===== src/rtl/keypad_scanner.sv =====
`default_nettype none
// ==== keypad_scanner : 4x4 active-low matrix scanner, frame debounce, 4-deep key FIFO, iomem slave ====
// ==== rev 1.0                                                                                      ====
module keypad_scanner #(
  parameter int SCAN_DIV        = 16000,
  parameter int DEBOUNCE_FRAMES = 4
) (
  input  logic        clk,
  input  logic        reset,
  output logic [3:0]  COL,
  input  logic [3:0]  ROW,
  input  logic        iomem_valid,
  output logic        iomem_ready,
  input  logic [3:0]  iomem_wstrb,
  input  logic [31:0] iomem_addr,
  input  logic [31:0] iomem_wdata,
  output logic [31:0] iomem_rdata,
  output logic        key_irq
);

  localparam int PW = (SCAN_DIV > 1) ? $clog2(SCAN_DIV) : 1;
  localparam int SW = $clog2(DEBOUNCE_FRAMES + 1);
  localparam logic [PW-1:0] PRESC_LOAD  = PW'(SCAN_DIV - 1);
  localparam logic [SW-1:0] STABLE_MAX  = SW'(DEBOUNCE_FRAMES);
  localparam logic [SW-1:0] STABLE_LAST = SW'(DEBOUNCE_FRAMES - 1);

  logic          enable_q, enable_d;
  logic [PW-1:0] presc_q, presc_d;
  logic [1:0]    col_q, col_d;
  logic [15:0]   snap_q, snap_d;
  logic [15:0]   prev_q, prev_d;
  logic [SW-1:0] stable_q, stable_d;
  logic [15:0]   image_q, image_d;
  logic [3:0]    fifo_q [4];
  logic [3:0]    fifo_d [4];
  logic [1:0]    rd_ptr_q, rd_ptr_d, wr_ptr_q, wr_ptr_d;
  logic [2:0]    count_q, count_d;
  logic          ovf_q, ovf_d;
  logic          ready_q, ready_d;
  logic [31:0]   rdata_q, rdata_d;

  logic          sel, is_read, rd_status, ctrl_wr, flush, pop;
  logic          push_req, push_ok;
  logic [3:0]    push_code, head;
  logic [15:0]   edges;
  logic          unused_bits;

  assign unused_bits = ^{iomem_addr[23:4], iomem_wdata[31:2]};

  always_comb begin
    enable_d  = enable_q;
    presc_d   = presc_q;
    col_d     = col_q;
    snap_d    = snap_q;
    prev_d    = prev_q;
    stable_d  = stable_q;
    image_d   = image_q;
    fifo_d    = fifo_q;
    rd_ptr_d  = rd_ptr_q;
    wr_ptr_d  = wr_ptr_q;
    count_d   = count_q;
    ovf_d     = ovf_q;
    ready_d   = 1'b0;
    rdata_d   = '0;
    push_req  = 1'b0;
    push_code = '0;
    edges     = '0;

    sel       = iomem_valid && !ready_q && (iomem_addr[31:24] == 8'h05);
    is_read   = (iomem_wstrb == 4'b0000);
    rd_status = sel && is_read && (iomem_addr[3:0] == 4'h0);
    ctrl_wr   = sel && !is_read && (iomem_addr[3:0] == 4'h4) && iomem_wstrb[0];
    flush     = ctrl_wr && iomem_wdata[1];
    pop       = rd_status && (count_q != 3'd0);
    head      = (count_q != 3'd0) ? fifo_q[rd_ptr_q] : 4'h0;

    if (sel) begin
      ready_d = 1'b1;
      if (rd_status)
        rdata_d = {23'b0, ovf_q, count_q, count_q != 3'd0, head};
      else if (is_read && (iomem_addr[3:0] == 4'h4))
        rdata_d = {31'b0, enable_q};
    end
    if (ctrl_wr)
      enable_d = iomem_wdata[0];

    // Scan state is parked at its reset values whenever scanning is off.
    if (!enable_q) begin
      presc_d  = PRESC_LOAD;
      col_d    = 2'd0;
      snap_d   = '0;
      prev_d   = '0;
      stable_d = '0;
    end else if (presc_q != '0) begin
      presc_d = presc_q - PW'(1);
    end else begin
      presc_d = PRESC_LOAD;
      col_d   = col_q + 2'd1;
      snap_d[{col_q, 2'b00} +: 4] = ~ROW;
      if (col_q == 2'd3) begin
        prev_d = snap_d;
        if (snap_d == prev_q) begin
          if (stable_q != STABLE_MAX) begin
            stable_d = stable_q + SW'(1);
            if (stable_q == STABLE_LAST) begin
              image_d = snap_d;
              edges   = snap_d & ~image_q;
            end
          end
        end else begin
          stable_d = '0;
        end
        push_req = |edges;
        // Descending walk leaves the lowest-index press edge as the code.
        for (int i = 15; i >= 0; i--)
          if (edges[i]) push_code = 4'(i);
      end
    end

    push_ok = push_req && ((count_q != 3'd4) || pop);
    if (flush) begin
      rd_ptr_d = wr_ptr_q;
      count_d  = 3'd0;
      ovf_d    = 1'b0;
    end else begin
      if (push_ok) begin
        fifo_d[wr_ptr_q] = push_code;
        wr_ptr_d         = wr_ptr_q + 2'd1;
      end
      if (pop)
        rd_ptr_d = rd_ptr_q + 2'd1;
      case ({push_ok, pop})
        2'b10:   count_d = count_q + 3'd1;
        2'b01:   count_d = count_q - 3'd1;
        default: count_d = count_q;
      endcase
      if (rd_status)
        ovf_d = 1'b0;
      if (push_req && !push_ok)
        ovf_d = 1'b1;
    end
  end

  always_ff @(posedge clk) begin
    if (reset) begin
      enable_q <= 1'b0;
      presc_q  <= PRESC_LOAD;
      col_q    <= 2'd0;
      snap_q   <= '0;
      prev_q   <= '0;
      stable_q <= '0;
      image_q  <= '0;
      for (int i = 0; i < 4; i++) fifo_q[i] <= '0;
      rd_ptr_q <= 2'd0;
      wr_ptr_q <= 2'd0;
      count_q  <= 3'd0;
      ovf_q    <= 1'b0;
      ready_q  <= 1'b0;
      rdata_q  <= '0;
    end else begin
      enable_q <= enable_d;
      presc_q  <= presc_d;
      col_q    <= col_d;
      snap_q   <= snap_d;
      prev_q   <= prev_d;
      stable_q <= stable_d;
      image_q  <= image_d;
      fifo_q   <= fifo_d;
      rd_ptr_q <= rd_ptr_d;
      wr_ptr_q <= wr_ptr_d;
      count_q  <= count_d;
      ovf_q    <= ovf_d;
      ready_q  <= ready_d;
      rdata_q  <= rdata_d;
    end
  end

  assign COL         = enable_q ? ~(4'b0001 << col_q) : 4'b1111;
  assign key_irq     = enable_q && (count_q != 3'd0);
  assign iomem_ready = ready_q;
  assign iomem_rdata = rdata_q;

endmodule
`default_nettype wire


===== config.mk =====
export PLATFORM = sky130hd
export DESIGN_NAME = keypad_scanner
export DESIGN_NICKNAME = d
export VERILOG_FILES = /design/src/rtl/keypad_scanner.sv
export SDC_FILE = /design/constraint.sdc
export NUM_CORES = 1
export LEC_CHECK = 0
export BUFFER_PORTS_ARGS = -buffer_cell sky130_fd_sc_hd__buf_2
export CORE_UTILIZATION = 48
export CTS_CLUSTER_DIAMETER = 30
export CTS_CLUSTER_SIZE = 14
export DETAILED_ROUTE_END_ITERATION = 7
export PLACE_DENSITY_LB_ADDON = 0.12
export SLEW_MARGIN = 5
export SYNTH_ARGS = -nofsm -noshare
export SYNTH_HDL_FRONTEND = slang
export SYNTH_SLANG_ARGS = --single-unit

===== constraint.sdc =====
create_clock -name clk -period 5.3 [get_ports clk]
set_input_delay 1.06 -clock clk [delete_from_list [all_inputs] [get_ports clk]]
set_output_delay 1.06 -clock clk [all_outputs]
set_load 0.01 [all_outputs]

==> Yosys cells after proc, flatten, opt, wreduce, memory -nomap -nowiden <==
Cells that the tools add are included.
{ "word_totals": {"register_bits": 125, "latchBits": 0, "ram_bits": 0, "mem_bits_ro": 0, "in_bits": 75, "output_inout_bits": 38, "elab_cells": 134, "memories": 0} }
{ "op_classes": {"add_sub_neg": 8, "mul": 0, "div_mod_pow": 0, "order_cmp": 3, "eq_ne": 10, "n_shift": 3, "mux": 47, "bitwise": 10, "reduce_logical": 35} }
{ "op_table": {"columns": ["cell", "count"], "rows": [
  ["$mux W16", 6],
  ["$mux W4", 24],
  ["$bwmux W16", 2],
  ["$and A16 B16 Y16", 1],
  ["$eq A16 B16 Y1", 1],
  ["$not A16 Y16", 1],
  ["$reduce_or A16 Y1", 1],
  ["$shift A4 B6 Y16 const A", 1],
  ["$shiftx A4 B6 Y16", 1],
  ["$logic_and A1 B1 Y1", 14],
  ["$reduce_bool A14 Y1", 1],
  ["$sub A14 B1 Y14 const B", 1],
  ["$mux W9", 1],
  ["$bmux W4 S2", 1],
  ["$demux W4 S2", 1],
  ["$eq A8 B3 Y1 const B", 1],
  ["$logic_not A4 Y1", 2],
  ["$not A4 Y4", 2],
  ["$mux W1", 7],
  ["$add A2 B1 Y2 const B", 3],
  ["$add A3 B1 Y3 const B", 2],
  ["$ge A3 B3 Y1 const B", 2],
  ["$mux W3", 2],
  ["$ne A3 B3 Y1 const B", 2],
  ["other kinds (22)", 36]
]} }

==> Depth between registers and ports, before layout <==
{ "depth": {"depth_word": 30, "depth_mapped": 20} }

==> Least setup slack after synthesis <==
Ideal clock, no wire load.
{ "synth_timing": {"path_type": "register -> register", "startpoint": "reg col_q[0]", "endpoint": "reg count_q[1]", "setup_ns": 0.078, "arrival_ns": 4.053, "required_ns": 5.222, "path_slack_ns": 1.169, "stages_incl_launch_ff": 18, "period_less_slack_ns": 4.131, "cell_sequence": "dfxtp_1 -> buf_4 -> inv_1 -> ha_1 -> buf_2 -> or4b_4 -> a21oi_2 -> o22ai_1 -> or4_4 -> nor4_4 -> buf_4 -> nand3_1 -> ha_1 -> inv_1 -> fa_1 -> nor2_1 -> a21oi_1 -> nor3_1"} }
{ "synth_between": {"elab_chain_len": 17} }
{ "synth_rtl": {"columns": ["element", "line_no", "rtl"], "rows": [
  ["start, declared", "29", "logic [1:0] col_q, col_d;"],
  ["start signal, assigned", "163", "col_q <= col_d;"],
  ["$neg A4 Y6", "99", "snap_d[{col_q, 2'b00} +: 4] = ~ROW;"],
  ["$shiftx A4 B6 Y16 / $shift A4 B6 Y16 (equally long branches)", "99", null],
  ["$bwmux W16", "99", null],
  ["$and A16 B16 Y16", "107", "edges = snap_d & ~image_q;"],
  ["$mux W16", "105", "if (stable_q == STABLE_LAST) begin"],
  ["$mux W16", "103", "if (stable_q != STABLE_MAX) begin"],
  ["$mux W16", "102", "if (snap_d == prev_q) begin"],
  ["$mux W16", "100", "if (col_q == 2'd3) begin"],
  ["$mux W16", "94", "end else if (presc_q != '0) begin"],
  ["$mux W16", "88", "if (!enable_q) begin"],
  ["$reduce_or A16 Y1", "113", "push_req = |edges;"],
  ["$mux W1 (*)", "100", null],
  ["$mux W1 (*)", "94", null],
  ["$mux W1 (*)", "88", null],
  ["$logic_and A1 B1 Y1 (*)", "120", "push_ok = push_req && ((count_q != 3'd4) || pop);"],
  ["$eq A2 B1 Y1 / $eq A2 B2 Y1 (equally long branches)", "132", "case ({push_ok, pop})"],
  ["$pmux W3 S2 / $reduce_bool A2 Y1 (equally long branches)", null, null],
  ["end signal, assigned", "171", "count_q <= count_d;"],
  ["end, declared", "37", "logic [2:0] count_q, count_d;"]
]} }
Mark *: on every way between the ends. The rest lies on a longest branch, timed or not. The select of a mux whose other input is x is not followed.
A chain may end at the register's enable or synchronous reset.

==> Worst setup path in the final report <==
{ "layout_timing": {"startpoint": "reg col_q[1]", "endpoint": "reg count_q[1]"} }
Same word-level chain as after synthesis.

==> qor.yml <==
status: "finished, final reports clean"
hp-start: "presc_q[0]$_SDFF_PP1_"
synthDominantCellAreaShare_pct: 36.01
postCtsHoldBufs: 0
power_density_nw_per_um2: 250.1
worstHoldPathCells: 1
r2r_end: "count_q[1]$_SDFFE_PP0P_"
grt_overflow: 0
utilization_pct: 54.28
antenna_found_initial: 0
synthTopCellsByCount: "102 x dfxtp_1, 84 x nor2_1, 37 x nand2b_1"
max_freq_mhz: 249.9
port_buffers: 39
synth_flop_cell: "dfxtp_1"
wl_per_cell_um: 16.03
synth_cell_types: 76
critPathArrivalTime_ps: 4280
cp_max_fo: 12
criticalPathCategory: "reg -> reg"
ctsHtreeMaxLevel: 3
grt_use_total_pct: 23.16
root_buffer: "clkbuf_16"
cp.required_ps: 5580
ys_seq_elements: 102
hold_viol: 0
period_minus_slack_ps: 4002
clkTransAtPathRegs_ps: 70
row_count: 39
syn2layout_area_growth_pct: 9.775
yosysMostFrequentCell: "dfxtp_1"
syn_inst: 659
place_hpwl_mm: 9.551
ir_drop_mv: 0.2972
tns_ps: 0
ctsResizeCount: 0
grt_max_degree: 42
cp-start-kind: "flip-flop"
grt_pass1_wl_mm: 22.81
start_util_pct: 49.45
ys_seq_area_share_pct: 36.01
cts_num_sinks: 102
die_y_um: 110.7
wl_mm: 13.34
rsz0062_at_grt: "no"
dpl.cell_count: 816
gp_congestion: 0.8551
async_flop_share_pct: 0
cts_tree: "built"
post_dp_cell_area_sq_um: 5891
p_leak_nw: 2.308
dr_total_vias: 4718
maxSlewViolCount: 0
syn-mean-instance-area_sq_um: 8.605
slew_headroom_pct: 19.06
clock_path_buffers: 2
layout-drive-gt1-share_pct: 13.50
netlist_area_sq_um: 5670
fin_crit_sh_pct: 75.51
fp.coreArea_sq_um: 11470
ff2ff_path_depth: 15
synth_enable_flop_cells: 0
drcViolationCount: 0
maxCapViolCount: 0
end_kind: "flip-flop"
die_w_um: 110.7
final_cells: 832
drtIter0Drc: 303
skew_ps: 8.044
synthTopCellsByArea: "dfxtp_1 36%, mux2i_1 5.8%, nor2_1 5.6%, nand2b_1 4.1%, buf_4 3.3%"
yosys.area.top_type: "dfxtp_1"
antenna_left: 0
setup-violations-final: 0
synth-warning-count: 0
design_area_sq_um: 6225
grt_pass1_vias: 4488
postCtsSetupBuffers: 0
worstSkewPairLatency_ps: 350
fill_cells: 1074
hold_class: "reg -> reg"
min_to: "presc_q[0]$_SDFF_PP1_"
fin_nets: 774
tightest_slew_ps: 1211
drt_pass1_iterations: 5
via_per_inst: 5.671
io_pins: 113
antennaDiodeCount: 0
r2r-start: "col_q[1]$_SDFFE_PP0N_"
numCtsBuffers: 9
design.die.area_sq_um: 12250
reg2reg_setup_slack_ps: 1300
[worst max-delay path, stage by stage (launching register included)]
cell and delay [ps]:
dfxtp_1 350, inv_1 90, ha_1 430, nand4bb_1 360, buf_4 240, o31ai_1 390, xor2_1 180, or4_1 540
nor4_4 220, nand3_1 140, ha_1 230, inv_1 70, fa_1 410, nor2_1 90, a21oi_1 50, nor3_1 120
[cell type report]
| class | instances | area [sq um] | area share [%] |
|---|---|---|---|
| clock buffers | 11 | 252.7 | 4.060 |
| well taps | 143 | 178.9 | 2.874 |
| repair buffers | 53 | 300.3 | 4.824 |
| multi-input cells | 484 | 3242 | 52.08 |
| clock inverters | 5 | 81.33 | 1.307 |
| flip-flops and latches | 102 | 2042 | 32.80 |
| inverters | 34 | 127.6 | 2.050 |
[registers in the layout (all words and copies together) (netlist names), 2 cells and up]
name         flops
col_q            2
wr_ptr_q         2
presc_q         14
iomem_rdata      9
prev_q          16
fifo_q          16
rd_ptr_q         2
stable_q         3
snap_q          16
image_q         16
count_q          3
[power by group]
group / leakage (nW) / total, mW / switching (mW) / internal [mW]
combinational: 1.32 / 0.0536 / 0.0349 / 0.0187
sequential: 0.822 / 0.766 / 0.00000803 / 0.766
clock: 0.162 / 0.738 / 0.298 / 0.440
total: 2.31 / 1.56 / 0.333 / 1.22
[per-layer routing]
layer	track usage, %	part of all wire [%]	vias to the layer above
met1	29.53	46	2259
met2	38.67	48	110
met4	7.111	1.0	0
met5	0	0	-
met3	5.522	4.4	11
li1	-	-	2338
[logic make-up after synthesis]
logic type	synth area share [%]
other cells	0.06613
fa+ha+maj	3.442
buf+inv	8.385
compound gates	13.73
simple gates	27.56
mux	7.414
xor+xnor	3.398
flops	36.01
[cells in the final DEF (no fill, tap or decap), types with 5 or more instances in the layout]
master,count
dfxtp_1,102
nor2_1,84
buf_2,39
nand2b_1,37
inv_1,34
mux2i_1,33
nand2_1,30
a21oi_1,29
nor3_1,25
conb_1,23
a211oi_1,18
nand3_1,17
nor4_1,16
xnor2_1,14
ha_1,14
buf_4,14
nor2b_1,13
clkbuf_16,9
nand4_1,8
xor2_1,8
o22ai_1,8
and3_1,7
and2_1,6
or4_1,5
o21ai_0,5
[how the worst max path moves through the flow]
| stage | startpoint | cells after the start | to | slack [ps] |
|---|---|---|---|---|
| floorplan | col_q[0]$_SDFFE_PP0N_ | 17 | count_q[1]$_SDFFE_PP0P_ | 1170 |
| global placement | ROW[3] | 13 | count_q[1]$_SDFFE_PP0P_ | 1160 |
| detailed placement | ROW[3] | 13 | count_q[1]$_SDFFE_PP0P_ | 1120 |
| CTS | col_q[1]$_SDFFE_PP0N_ | 15 | count_q[1]$_SDFFE_PP0P_ | 1280 |
| global route | col_q[1]$_SDFFE_PP0N_ | 16 | count_q[2]$_SDFFE_PP0P_ | 940 |
| finish | col_q[1]$_SDFFE_PP0N_ | 15 | count_q[1]$_SDFFE_PP0P_ | 1300 |
[per-stage QoR]
| step | setup slack, ps | hold WS [ps] | total power [mW] |
|---|---|---|---|
| after floorplan | 1169 | 379.0 | 0.8292 |
| after global placement | 1157 | 392.6 | 0.8356 |
| after detailed placement | 1120 | 399.1 | 0.8365 |
| after CTS | 1278 | 415.5 | 1.579 |
| after global routing | 939.5 | 448.9 | 1.613 |
| final | 1298 | 414.6 | 1.557 |
(Power assumes the default switching activity.)
